## config.mk

```make
export PLATFORM = sky130hd
export DESIGN_NAME = mem_master
export DESIGN_NICKNAME = d
export VERILOG_FILES = /design/src/rtl/mem_master.sv
export SDC_FILE = /design/constraint.sdc
export NUM_CORES = 1
export LEC_CHECK = 0
export BUFFER_PORTS_ARGS = -buffer_cell sky130_fd_sc_hd__buf_2
export CAP_MARGIN = 10
export CORE_ASPECT_RATIO = 0.8
export CORE_UTILIZATION = 35
export DETAILED_ROUTE_END_ITERATION = 8
export GPL_ROUTABILITY_DRIVEN = 0
export PLACE_DENSITY = 0.67
export SLEW_MARGIN = 20
export SYNTH_ARGS = -nofsm -noshare
export SYNTH_HDL_FRONTEND = slang
export SYNTH_SLANG_ARGS = --single-unit
```

## constraint.sdc

```tcl
create_clock -name clock -period 2.6 [get_ports clock]
set_input_delay 0.13 -clock clock [delete_from_list [all_inputs] [get_ports clock]]
set_output_delay 0.13 -clock clock [all_outputs]
set_load 0.1 [all_outputs]
```

## src/rtl/mem_master.sv

```systemverilog
// mem_master: MAR/MDR owner that sequences single-word read/write strobes to the synchronous ram.
module mem_master #(
  parameter int ADDR_W = 9,
  parameter int DATA_W = 32,
  parameter int READ_LAT = 1
) (
  input  logic              clock,
  input  logic              clear_n,
  input  logic [DATA_W-1:0] BusMuxOut,
  input  logic              MARin,
  input  logic              MDRin,
  input  logic              mem_req,
  input  logic              mem_we,
  output logic              mem_done,
  output logic              busy,
  output logic              req_dropped,
  output logic [DATA_W-1:0] MDR_q,
  output logic              ram_read,
  output logic              ram_write,
  output logic [ADDR_W-1:0] ram_addr,
  output logic [DATA_W-1:0] ram_wdata,
  input  logic [DATA_W-1:0] ram_rdata
);
  typedef enum logic [2:0] {IDLE, WRITE, READ, WAIT, DONE} state_t;
  state_t state, next;
  logic [ADDR_W-1:0] mar;
  logic [DATA_W-1:0] mdr;
  logic [2:0] lat_cnt;
  logic accept, capture;
  always_comb begin
    next = state;
    case (state)
      IDLE, DONE: next = mem_req ? (mem_we ? WRITE : READ) : IDLE;
      WRITE:      next = DONE;
      READ:       next = WAIT;
      WAIT:       next = (lat_cnt == 3'd0) ? DONE : WAIT;
      default:    next = IDLE;
    endcase
  end
  assign accept    = (state == IDLE) || (state == DONE);
  assign capture   = (state == WAIT) && (lat_cnt == 3'd0);
  assign busy      = (state == WRITE) || (state == READ) || (state == WAIT);
  assign ram_read  = state == READ;
  assign ram_write = state == WRITE;
  assign mem_done  = state == DONE;
  assign ram_addr  = mar;
  assign ram_wdata = mdr;
  assign MDR_q     = mdr;
  // MAR/MDR are frozen while busy so the ram sees stable address and data.
  always_ff @(posedge clock or negedge clear_n)
    if (!clear_n) begin
      state       <= IDLE;
      mar         <= '0;
      mdr         <= '0;
      lat_cnt     <= '0;
      req_dropped <= 1'b0;
    end else begin
      state       <= next;
      req_dropped <= mem_req & busy;
      if (accept && MARin) mar <= BusMuxOut[ADDR_W-1:0];
      if (capture) mdr <= ram_rdata;
      else if (accept && MDRin) mdr <= BusMuxOut;
      if (state == READ) lat_cnt <= 3'(READ_LAT - 1);
      else if (state == WAIT && lat_cnt != 3'd0) lat_cnt <= lat_cnt - 3'd1;
    end
endmodule

```

* Word level (Yosys, flattened, before mapping) *
Index checks and enable logic that the tools add are counted.

storage, ports and cells
  register bits after elaboration = 48
  bits in latches = 0
  bits in writable memories = 0
  bits in read-only memories = 0
  output and inout port bits = 78
  memories kept = 0

cells by class
  add/subtract/negate cells = 1
  multipliers = 0
  divide/modulo/power cells = 0
  order comparisons = 0
  equal/unequal tests = 4
  shift-type cells = 0
  multiplexer cells = 8
  bitwise operators = 1
  reductions and logical operators = 13

operators by type and width
  cell                 number
  $mux 32              2
  $pmux 3 s4           1
  $mux 3               3
  $eq 3x2->1 const B   2
  $logic_not 3->1      2
  $logic_and 1x1->1    4
  $mux 2               2
  $reduce_bool 2->1    2
  $eq 3x1->1 const B   1
  $eq 3x3->1 const B   1
  $logic_or 1x1->1     3
  $reduce_bool 3->1    1
  $sub 3x1->3 const B  1
  $reduce_or 2->1      1
  $and 1x1->1          1

* Longest topological paths before layout *
Gate-level depths: netlist of run 1.

  depth after elaboration = 5
  gate-level depth with buffers = 9
  mapped depth without buffers = 6

* Worst setup path after synthesis of run 1 *
OpenSTA, ideal clock, no wires.

  path type = reg-to-reg
  start point = register state[0]
  end point = register req_dropped
  library setup time = 0.073 ns
  arrival time = 2.025 ns
  required time = 2.527 ns
  slack = 0.503 ns
  cell stages (with the launch flop) = 5
  path buffers = 1
  clock period less this slack = 2.097 ns
  cell sequence = dfrtp_1 -> buf_6 -> nor2_2 -> nor2_1 -> and2_1

between the ends
  longest elaborated chain between the ends = 4
  elaborated cells between the ends (all ways) = 6
  those cells by class = eq/ne (3); bitwise (1); reduce/logical (2)

ends and longest elaborated chain
  item                                      line  RTL
  start: declaration                        25    state_t state, next;
  start signal: assignment                  58    state <= next;
  $eq 3x1->1 or $eq 3x2->1 (tied branches)  42    assign busy = (state == WRITE) || (state == READ) || (state == WAIT);
  $logic_or 1x1->1                          42
  $logic_or 1x1->1 (*)                      42
  net busy                                  15    output logic busy,
  $and 1x1->1 (*)                           59    req_dropped <= mem_req & busy;
  end signal: assignment                    59
  end: declaration                          16    output logic req_dropped,

The timed path passes the listed nets; every way through them passes the cells marked *.
A chain may end at the register's enable or synchronous reset.

* Final worst setup path of run 1 *
  start point = register state[1]
  end point = output ram_read

between the ends
  longest elaborated chain between the ends = 1

ends and longest elaborated chain
  item              line  RTL
  $eq 3x2->1        43    assign ram_read = state == READ;
  end: declaration  18    output logic ram_read,

No other way between the ends.

==> flow_metrics.env, run 1 <==
export IMPL_antenna_found_initial=0
export IMPL_grt_max_degree=49
export IMPL_start_util_pct=37.0
export IMPL_cts_path_max_buffers=2
export IMPL_path_cells="nand2b_1 -> nor2_1 -> buf_2"
export IMPL_setup_violations=0
export IMPL_min_period_over_period_pct=67.9
export IMPL_ys_types=25
export IMPL_clock_skew_ps=7.36
export IMPL_die_h_um=76.3
export IMPL_whs_ps=45.9
export IMPL_ioPinCount=148
export IMPL_grt_total_usage_pct=15.6
export IMPL_rsz0062_at_grt="false"
export IMPL_final_cell_count_no_fill=461
export IMPL_fp_row_count=26
export IMPL_worstSetupPathType="reg -> out"
export IMPL_num_antenna_cells=0
export IMPL_drt_initial_drc_count=39
export IMPL_most_common_layout_cells="buf_2 (146), nand2_1 (68), dfrtp_1 (48), nor2_1 (35), a31oi_1 (32)"
export IMPL_synth_seq_cells=48
export IMPL_dr_pass1_iters=4
export IMPL_hold_viol=0
export IMPL_min_period_ps=1770
export IMPL_numCtsBuffers=5
export IMPL_grt_overflow=0
export IMPL_critPathMaxFanout=7
export IMPL_critPathSlowestCell="dfrtp_1"
export IMPL_worstSkewPairLatency_ps=290
export IMPL_register_area_mm2=0.00120
export IMPL_cp_arrival_ps=1640
export IMPL_area_delta_synth_final_pct=26.1
export IMPL_multi_input_area_um2=858
export IMPL_route_detailed_drc=0
export IMPL_vias_per_cell=4.67
export IMPL_dp_hpwl_um=4310
export IMPL_crit_required_ps=2470
export IMPL_synthesis_nets=338
export IMPL_grt_pass1_wl_um=9030
export IMPL_yosysSeqAreaShare_pct=49.7
export IMPL_yosys_warnings=0
export IMPL_cts_sinks=48
export IMPL_nNetsFinal=448
export IMPL_core_mm2=0.00654
export IMPL_syn_inst=266
export IMPL_status="finished, final reports clean"
export IMPL_hold_class="in -> reg"
export IMPL_end_kind="output pin"
export IMPL_slew_headroom_pct=55.1
export IMPL_max_stage_delay_ps=500
export IMPL_finalWirelength_um=5660
export IMPL_nFillCells=675
export IMPL_maxSlewViolCount=0
export IMPL_vias=2152
export IMPL_synth_top_area_share_pct=49.7
export IMPL_clk_pin_slew_worst_paths_ps=80
export IMPL_setup_tns_ps=0
export IMPL_critPathLaunchType="flip-flop"
export IMPL_final_common_cell="buf_2"
export IMPL_dieArea_mm2=0.00724
export IMPL_synth_area_mm2=0.00242
export IMPL_cts_root_buffer="clkbuf_8"
export IMPL_crit_family="flip-flops"
export IMPL_avgRoutedWirePerCell_um=12.3
export IMPL_cap_viol_max_count=0
export IMPL_dp_cells=452
export IMPL_die_w_um=94.9
export IMPL_grt_pass1_vias=1976
export IMPL_port_buffers=147
export IMPL_yosys_area_top_type="dfrtp_1"
export IMPL_cts_resized=0
export IMPL_htree_levels=2
export IMPL_ant_nets=0
export IMPL_synth_area_per_cell_um2=9.09
export IMPL_tritoncts="built"
export IMPL_fmax_mhz=566
export IMPL_tightest_slew_ps=673
export IMPL_synth_area_leaders="dfrtp_1 (50%), nand2_1 (11%), buf_4 (10%), a31oi_1 (8.3%), nor2_1 (5.4%)"
export IMPL_drive_gt1_share_pct=42.4
export IMPL_crit_buf_inv=1
==> cells by family after synthesis <==
group / Yosys count / share of synthesized area [%]
flops: 48 / 49.7
simple gates: 114 / 19.4
mux: 9 / 4.19
fa+ha+maj: 2 / 1.04
compound gates: 40 / 10.7
buf+inv: 53 / 15.1
==> flip-flops by register name, summed over array words and instances, names as in the netlist <==
register	cells
MDR_q	32
req_dropped	1
state	3
ram_addr	9
lat_cnt	3
==> metrics by stage <==
stage | cell area [um2] | util [%] | worst slack (ps)
finish | 3050 | 46.6 | 833
detailed placement | 2950 | 45.0 | 640
floorplan | 2420 | - | 503
CTS | 3040 | 46.4 | 612
global placement | 2950 | 45.0 | 738
global route | 3050 | 46.6 | 732
==> synthesized netlist by cell type <==
library cell and number:
nand2_1 68, dfrtp_1 48, nor2_1 35, buf_4 33
a31oi_1 32, buf_2 9, mux2_1 9, buf_6 4
inv_1 4, and2_1 3, a21o_1 2, a22o_1 2
clkbuf_1 2, ha_1 2, nand2b_1 2, o31ai_1 2
a21oi_1 1, buf_1 1, nand3_1 1, nand4b_1 1
nor2_2 1, nor3b_2 1, nor4b_1 1, o21ai_0 1
or3b_1 1
==> per-layer routing <==
layer	share of wire [%]	track usage (%)	wire length, um
met4	0.30	3.18	17
met5	0	0	0
met2	46	27.0	2610
met1	45	19.3	2560
met3	8.4	4.39	473
==> worst register-to-register path, delay by kind of cell (launching register included) <==
| kind | cells | cell delay, ps |
|---|---|---|
| AO/OA/AOI/OAI | 1 | 110 |
| flip-flops | 1 | 500 |
| AND/OR/NAND/NOR | 2 | 1010 |
==> layout make-up <==
| cell class | count | share of cell area [%] |
|---|---|---|
| sequential | 48 | 39.4 |
| timing repair buffer | 152 | 25.5 |
| inverter | 4 | 0.493 |
| tap | 84 | 3.45 |
| multi-input combinational | 165 | 28.2 |
| clock buffer | 8 | 2.96 |
==> path summary, 6_finish.rpt <==
| path | start | end | slack (ps) | cells after the start |
|---|---|---|---|---|
| worst min-delay path | mem_we | state[1] | 50 | 2 |
| worst min register to register | ram_addr[8] | ram_addr[8] | 490 | 1 |
| worst max-delay path | state[1] | ram_read | 830 | 3 |
| max in group asynchronous | clear_n | MDR_q[21] | 1810 | 2 |
| worst max register to register | state[0] | MDR_q[29] | 840 | 3 |
| min in group asynchronous | clear_n | ram_addr[4] | 380 | 2 |
==> what timing repair did <==
action	CTS	global route
hold endpoints to repair	0	48
setup endpoints to repair	0	0
hold buffers	0	1
setup buffers	0	0
Power of run 1 is not shown: default switching activity piles up to over one toggle a cycle in this logic, so the estimate is an artifact.
==> run 2: changes to the inputs <==
Settings changed: ABC_AREA from default to 1.
Clock period 2.6 ns to 1.6 ns, I/O delays scaled along.
==> flow_metrics.env, run 2 <==
export IMPL_dieArea_mm2=0.00869
export IMPL_critPathMaxFanout=23
export IMPL_dr_pass1_iters=5
export IMPL_maxSlewViolCount=0
export IMPL_cts_sinks=48
export IMPL_die_h_um=83.6
export IMPL_min_period_over_period_pct=96.2
export IMPL_post_cts_buffers=0
export IMPL_layout_setup_ws_ps=60.9
export IMPL_synth_ff_type="dfrtp_1"
export IMPL_grt_total_usage_pct=18.9
export IMPL_port_buffers=147
export IMPL_die_w_um=104
export IMPL_final_common_cell="buf_2"
export IMPL_numCtsBuffers=5
export IMPL_yosys_warnings=0
export IMPL_clk_pin_slew_worst_paths_ps=100
export IMPL_crit_required_ps=1520
export IMPL_fp_row_count=29
export IMPL_fmax_mhz=650
export IMPL_grt_max_degree=38
export IMPL_ioPinCount=148
export IMPL_area_delta_synth_final_pct=27.7
export IMPL_synth_area_per_cell_um2=7.41
export IMPL_most_common_layout_cells="buf_2 (143), nand2_1 (123), nand3_1 (107), dfrtp_1 (48), inv_1 (39)"
export IMPL_grt_pass1_vias=2739
export IMPL_avgRoutedWirePerCell_um=12.9
export IMPL_final_cell_count_no_fill=614
export IMPL_hold_viol=0
export IMPL_worstSkewPairLatency_ps=300
export IMPL_num_antenna_cells=0
export IMPL_vias_per_cell=4.74
export IMPL_end_kind="output pin"
export IMPL_rsz0062_at_grt="false"
export IMPL_setup_violations=0
export IMPL_synth_area_leaders="dfrtp_1 (41%), nand3_1 (18%), nand2_1 (16%), buf_4 (8.8%), inv_1 (5.0%)"
export IMPL_synthesis_nets=465
export IMPL_route_detailed_drc=0
export IMPL_tritoncts="built"
export IMPL_core_mm2=0.00798
export IMPL_synth_area_mm2=0.00291
export IMPL_yosysSeqAreaShare_pct=41.2
export IMPL_cts_path_max_buffers=2
export IMPL_largest_reg_flops=32
export IMPL_cts_root_buffer="clkbuf_8"
export IMPL_drive_gt1_share_pct=35.4
export IMPL_grt_overflow=0
export IMPL_nNetsFinal=577
export IMPL_finalWirelength_um=7900
export IMPL_synth_edf_count=0
export IMPL_cap_viol_max_count=0
export IMPL_grt_pass1_wl_um=13200
export IMPL_ant_nets=0
export IMPL_synthMostInstantiatedCell="nand2_1"
export IMPL_slew_headroom_pct=65.5
export IMPL_status="finished, final reports clean"
export IMPL_dp_cells=604
export IMPL_tightest_slew_ps=518
export IMPL_worstSetupPathType="reg -> out"
export IMPL_dp_slack_ps=126
export IMPL_ys_types=19
export IMPL_min_period_ps=1540
export IMPL_register_area_mm2=0.00120
export IMPL_synth_top_area_share_pct=41.2
export IMPL_critPathLaunchType="flip-flop"
export IMPL_vias=2913
export IMPL_synth_seq_cells=48
export IMPL_dp_hpwl_um=5870
export IMPL_syn_inst=393
export IMPL_multi_input_area_mm2=0.00114
export IMPL_cp_arrival_ps=1460
export IMPL_yosys_area_top_type="dfrtp_1"
export IMPL_drt_initial_drc_count=150
export IMPL_nFillCells=824
export IMPL_antenna_found_initial=0
export IMPL_start_util_pct=36.5
export IMPL_synth_common_cells="nand2_1 (123), nand3_1 (107), dfrtp_1 (48), inv_1 (39), buf_4 (34)"
export IMPL_htree_levels=2
export IMPL_clock_skew_ps=9.29
export IMPL_hold_class="in -> reg"
export IMPL_async_reset_ff_share_pct=100
[run 2: changes by cell type after synthesis, moves of 2 or more]
| cell | previous run | this run |
|---|---|---|
| nor3_1 | 0 | 2 |
| a21o_1 | 2 | 0 |
| nand3_1 | 1 | 107 |
| o31ai_1 | 2 | 0 |
| nand2b_1 | 2 | 0 |
| nor2_1 | 35 | 3 |
| o21ai_0 | 1 | 4 |
| nand2_1 | 68 | 123 |
| inv_1 | 4 | 39 |
| and2_1 | 3 | 0 |
| a22o_1 | 2 | 0 |
| buf_6 | 4 | 12 |
| mux2_1 | 9 | 0 |
| a31oi_1 | 32 | 0 |
[run 2: cell families after synthesis]
group,count (synthesis),synth area share [%]
buf+inv,99,20.6
fa+ha+maj,2,0.859
flops,48,41.2
simple gates,239,36.4
compound gates,5,0.859
[run 2: final cells by class]
type / count / area share, %
clock buffers: 5 / 1.85
inverters: 40 / 4.03
clock inverters: 3 / 1.28
well taps: 108 / 3.63
repair buffers: 164 / 26.3
flip-flops and latches: 48 / 32.3
multi-input cells: 246 / 30.6
[run 2: worst max-delay path, stage by stage, from the launching register on]
cell and delay, ps:
dfrtp_1 540, nor2_4 70, buf_12 170, nor2_2 80, buf_4 290
[run 2: routing by layer]
metal	global-route usage (%)	vias up	share of wire (%)
met3	3.75	9	7.3
met2	30.7	131	48
met5	0	-	0
met1	25.4	1347	44
met4	5.71	0	1.0
li1	-	1426	-
[run 2: per-stage QoR]
step	area [um2]	hold WS, ps	util [%]	setup TNS (ps)
floorplan	2930	-216	-	-340
global placement	3580	79.6	44.8	0
detailed placement	3580	75.3	44.8	0
CTS	3720	12.9	46.6	0
global route	3720	36.4	46.6	0
finish	3720	17.8	46.6	0
[run 2: worst paths after layout]
kind                         startpoint          end  slack (ps)  cells after the start
max in group asynchronous       clear_n    MDR_q[29]         770                      3
max reg2reg                  lat_cnt[0]    MDR_q[25]         140                      8
max                            state[1]         busy          60                      4
min                        BusMuxOut[6]  ram_addr[6]          20                      3
min in group asynchronous       clear_n    MDR_q[28]         300                      2
min reg2reg                 ram_addr[2]  ram_addr[2]         480                      2
[run 2: timing repair]
action	4_1_cts	5_1_grt
gates resized for setup	1	2
setup endpoints to repair	1	23
hold buffers	2	0
endpoints found under the hold margin	20	0
Power of run 2 is left out for the same reason.
==> run 3: changes to the inputs <==
Settings changed: RECOVER_POWER from default to 100.
==> flow_metrics.env, run 3 (same netlist as run 2, synthesis figures left out) <==
export IMPL_end_kind="output pin"
export IMPL_critPathLaunchType="flip-flop"
export IMPL_dp_hpwl_um=5870
export IMPL_setup_tns_ps=0
export IMPL_r2r_slack_ps=130
export IMPL_hold_viol=0
export IMPL_fp_row_count=29
export IMPL_worstSetupPathType="reg -> out"
export IMPL_crit_required_ps=1520
export IMPL_numCtsBuffers=5
export IMPL_ant_nets=0
export IMPL_cp_arrival_ps=1460
export IMPL_min_period_ps=1540
export IMPL_finalWirelength_um=7900
export IMPL_dieArea_mm2=0.00869
export IMPL_final_cell_count_no_fill=614
export IMPL_core_mm2=0.00798
export IMPL_dp_cells=604
export IMPL_cts_path_max_buffers=2
export IMPL_worstSkewPairLatency_ps=300
export IMPL_die_w_um=104
export IMPL_cts_sinks=48
export IMPL_avgRoutedWirePerCell_um=12.9
export IMPL_tritoncts="built"
export IMPL_clock_skew_ps=12.2
export IMPL_grt_overflow=0
export IMPL_start_util_pct=36.5
export IMPL_placed_area_mm2=0.00358
export IMPL_post_cts_buffers=0
export IMPL_most_common_layout_cells="nand2_1 (124), nand3_1 (107), clkbuf_2 (75), buf_2 (68), dfrtp_1 (48)"
export IMPL_drt_initial_drc_count=141
export IMPL_port_buffers=147
export IMPL_dr_pass1_iters=4
export IMPL_grt_total_usage_pct=18.9
export IMPL_htree_levels=2
export IMPL_route_detailed_drc=0
export IMPL_largest_reg_flops=32
export IMPL_status="finished, final reports clean"
export IMPL_area_delta_synth_final_pct=26.6
export IMPL_vias=2909
export IMPL_multi_input_area_mm2=0.00113
export IMPL_min_period_over_period_pct=96.1
export IMPL_final_common_cell="nand2_1"
export IMPL_hold_class="in -> reg"
export IMPL_register_area_mm2=0.00120
export IMPL_num_antenna_cells=0
export IMPL_grt_pass1_vias=2739
export IMPL_antenna_found_initial=0
export IMPL_grt_max_degree=38
export IMPL_ioPinCount=148
export IMPL_slew_headroom_pct=17.7
export IMPL_cap_viol_max_count=0
export IMPL_die_h_um=83.6
export IMPL_nNetsFinal=577
export IMPL_drive_gt1_share_pct=35.0
export IMPL_cts_root_buffer="clkbuf_8"
export IMPL_stdcell_area_mm2=0.00369
export IMPL_reg2reg_depth=8
export IMPL_whs_path_depth=3
export IMPL_maxSlewViolCount=0
export IMPL_vias_per_cell=4.74
export IMPL_tightest_slew_ps=1240
export IMPL_setup_violations=0
export IMPL_fmax_mhz=650
export IMPL_rsz0062_at_grt="false"
export IMPL_critPathMaxFanout=23
export IMPL_clk_pin_slew_worst_paths_ps=100
export IMPL_grt_pass1_wl_um=13200
export IMPL_nFillCells=831
==> run 3: what timing repair did <==
item,in CTS,in global routing
gates resized for setup,1,2
endpoints found under the setup margin,1,23
endpoints found under the hold margin,20,0
hold buffers,2,0
pin swaps,0,0
==> run 3: worst paths after layout <==
check                                  start           to
worst min-delay path            BusMuxOut[5]  ram_addr[5]
worst max register to register    lat_cnt[0]    MDR_q[10]
min in group asynchronous            clear_n    MDR_q[28]
worst min register to register   ram_addr[2]  ram_addr[2]
worst max-delay path                state[1]         busy
max in group asynchronous            clear_n    MDR_q[29]
==> run 3: critical path: stages, from the launching register on <==
cell	delay (ps)
dfrtp_1	540
nor2_4	70
buf_12	160
nor2_2	80
buf_4	290
==> run 3: metrics by stage <==
step | hold slack [ps] | setup WS (ps) | util, %
5_1_grt | 36.4 | 5.94 | 46.2
3_5_place_dp | 75.3 | 126 | 44.8
2_1_floorplan | -216 | -184 | -
3_3_place_gp | 79.6 | 168 | 44.8
4_1_cts | 12.9 | 42.4 | 46.6
6_report | 21.6 | 62.7 | 46.2
==> run 3: layout make-up <==
| cell class | instances | share of cell area (%) |
|---|---|---|
| sequential | 48 | 32.6 |
| multi-input combinational | 246 | 30.7 |
| tap | 108 | 3.66 |
| clock buffer | 5 | 1.87 |
| clock inverter | 3 | 1.29 |
| timing repair buffer | 164 | 25.8 |
| inverter | 40 | 4.07 |
==> run 3: layer usage <==
layer	vias up	global-route usage, %	routed length [um]
li1	1426	-	-
met5	-	0	0
met1	1347	25.4	3530
met4	0	5.71	121
met3	12	3.75	534
met2	124	30.7	3720
Power of run 3 is left out for the same reason.
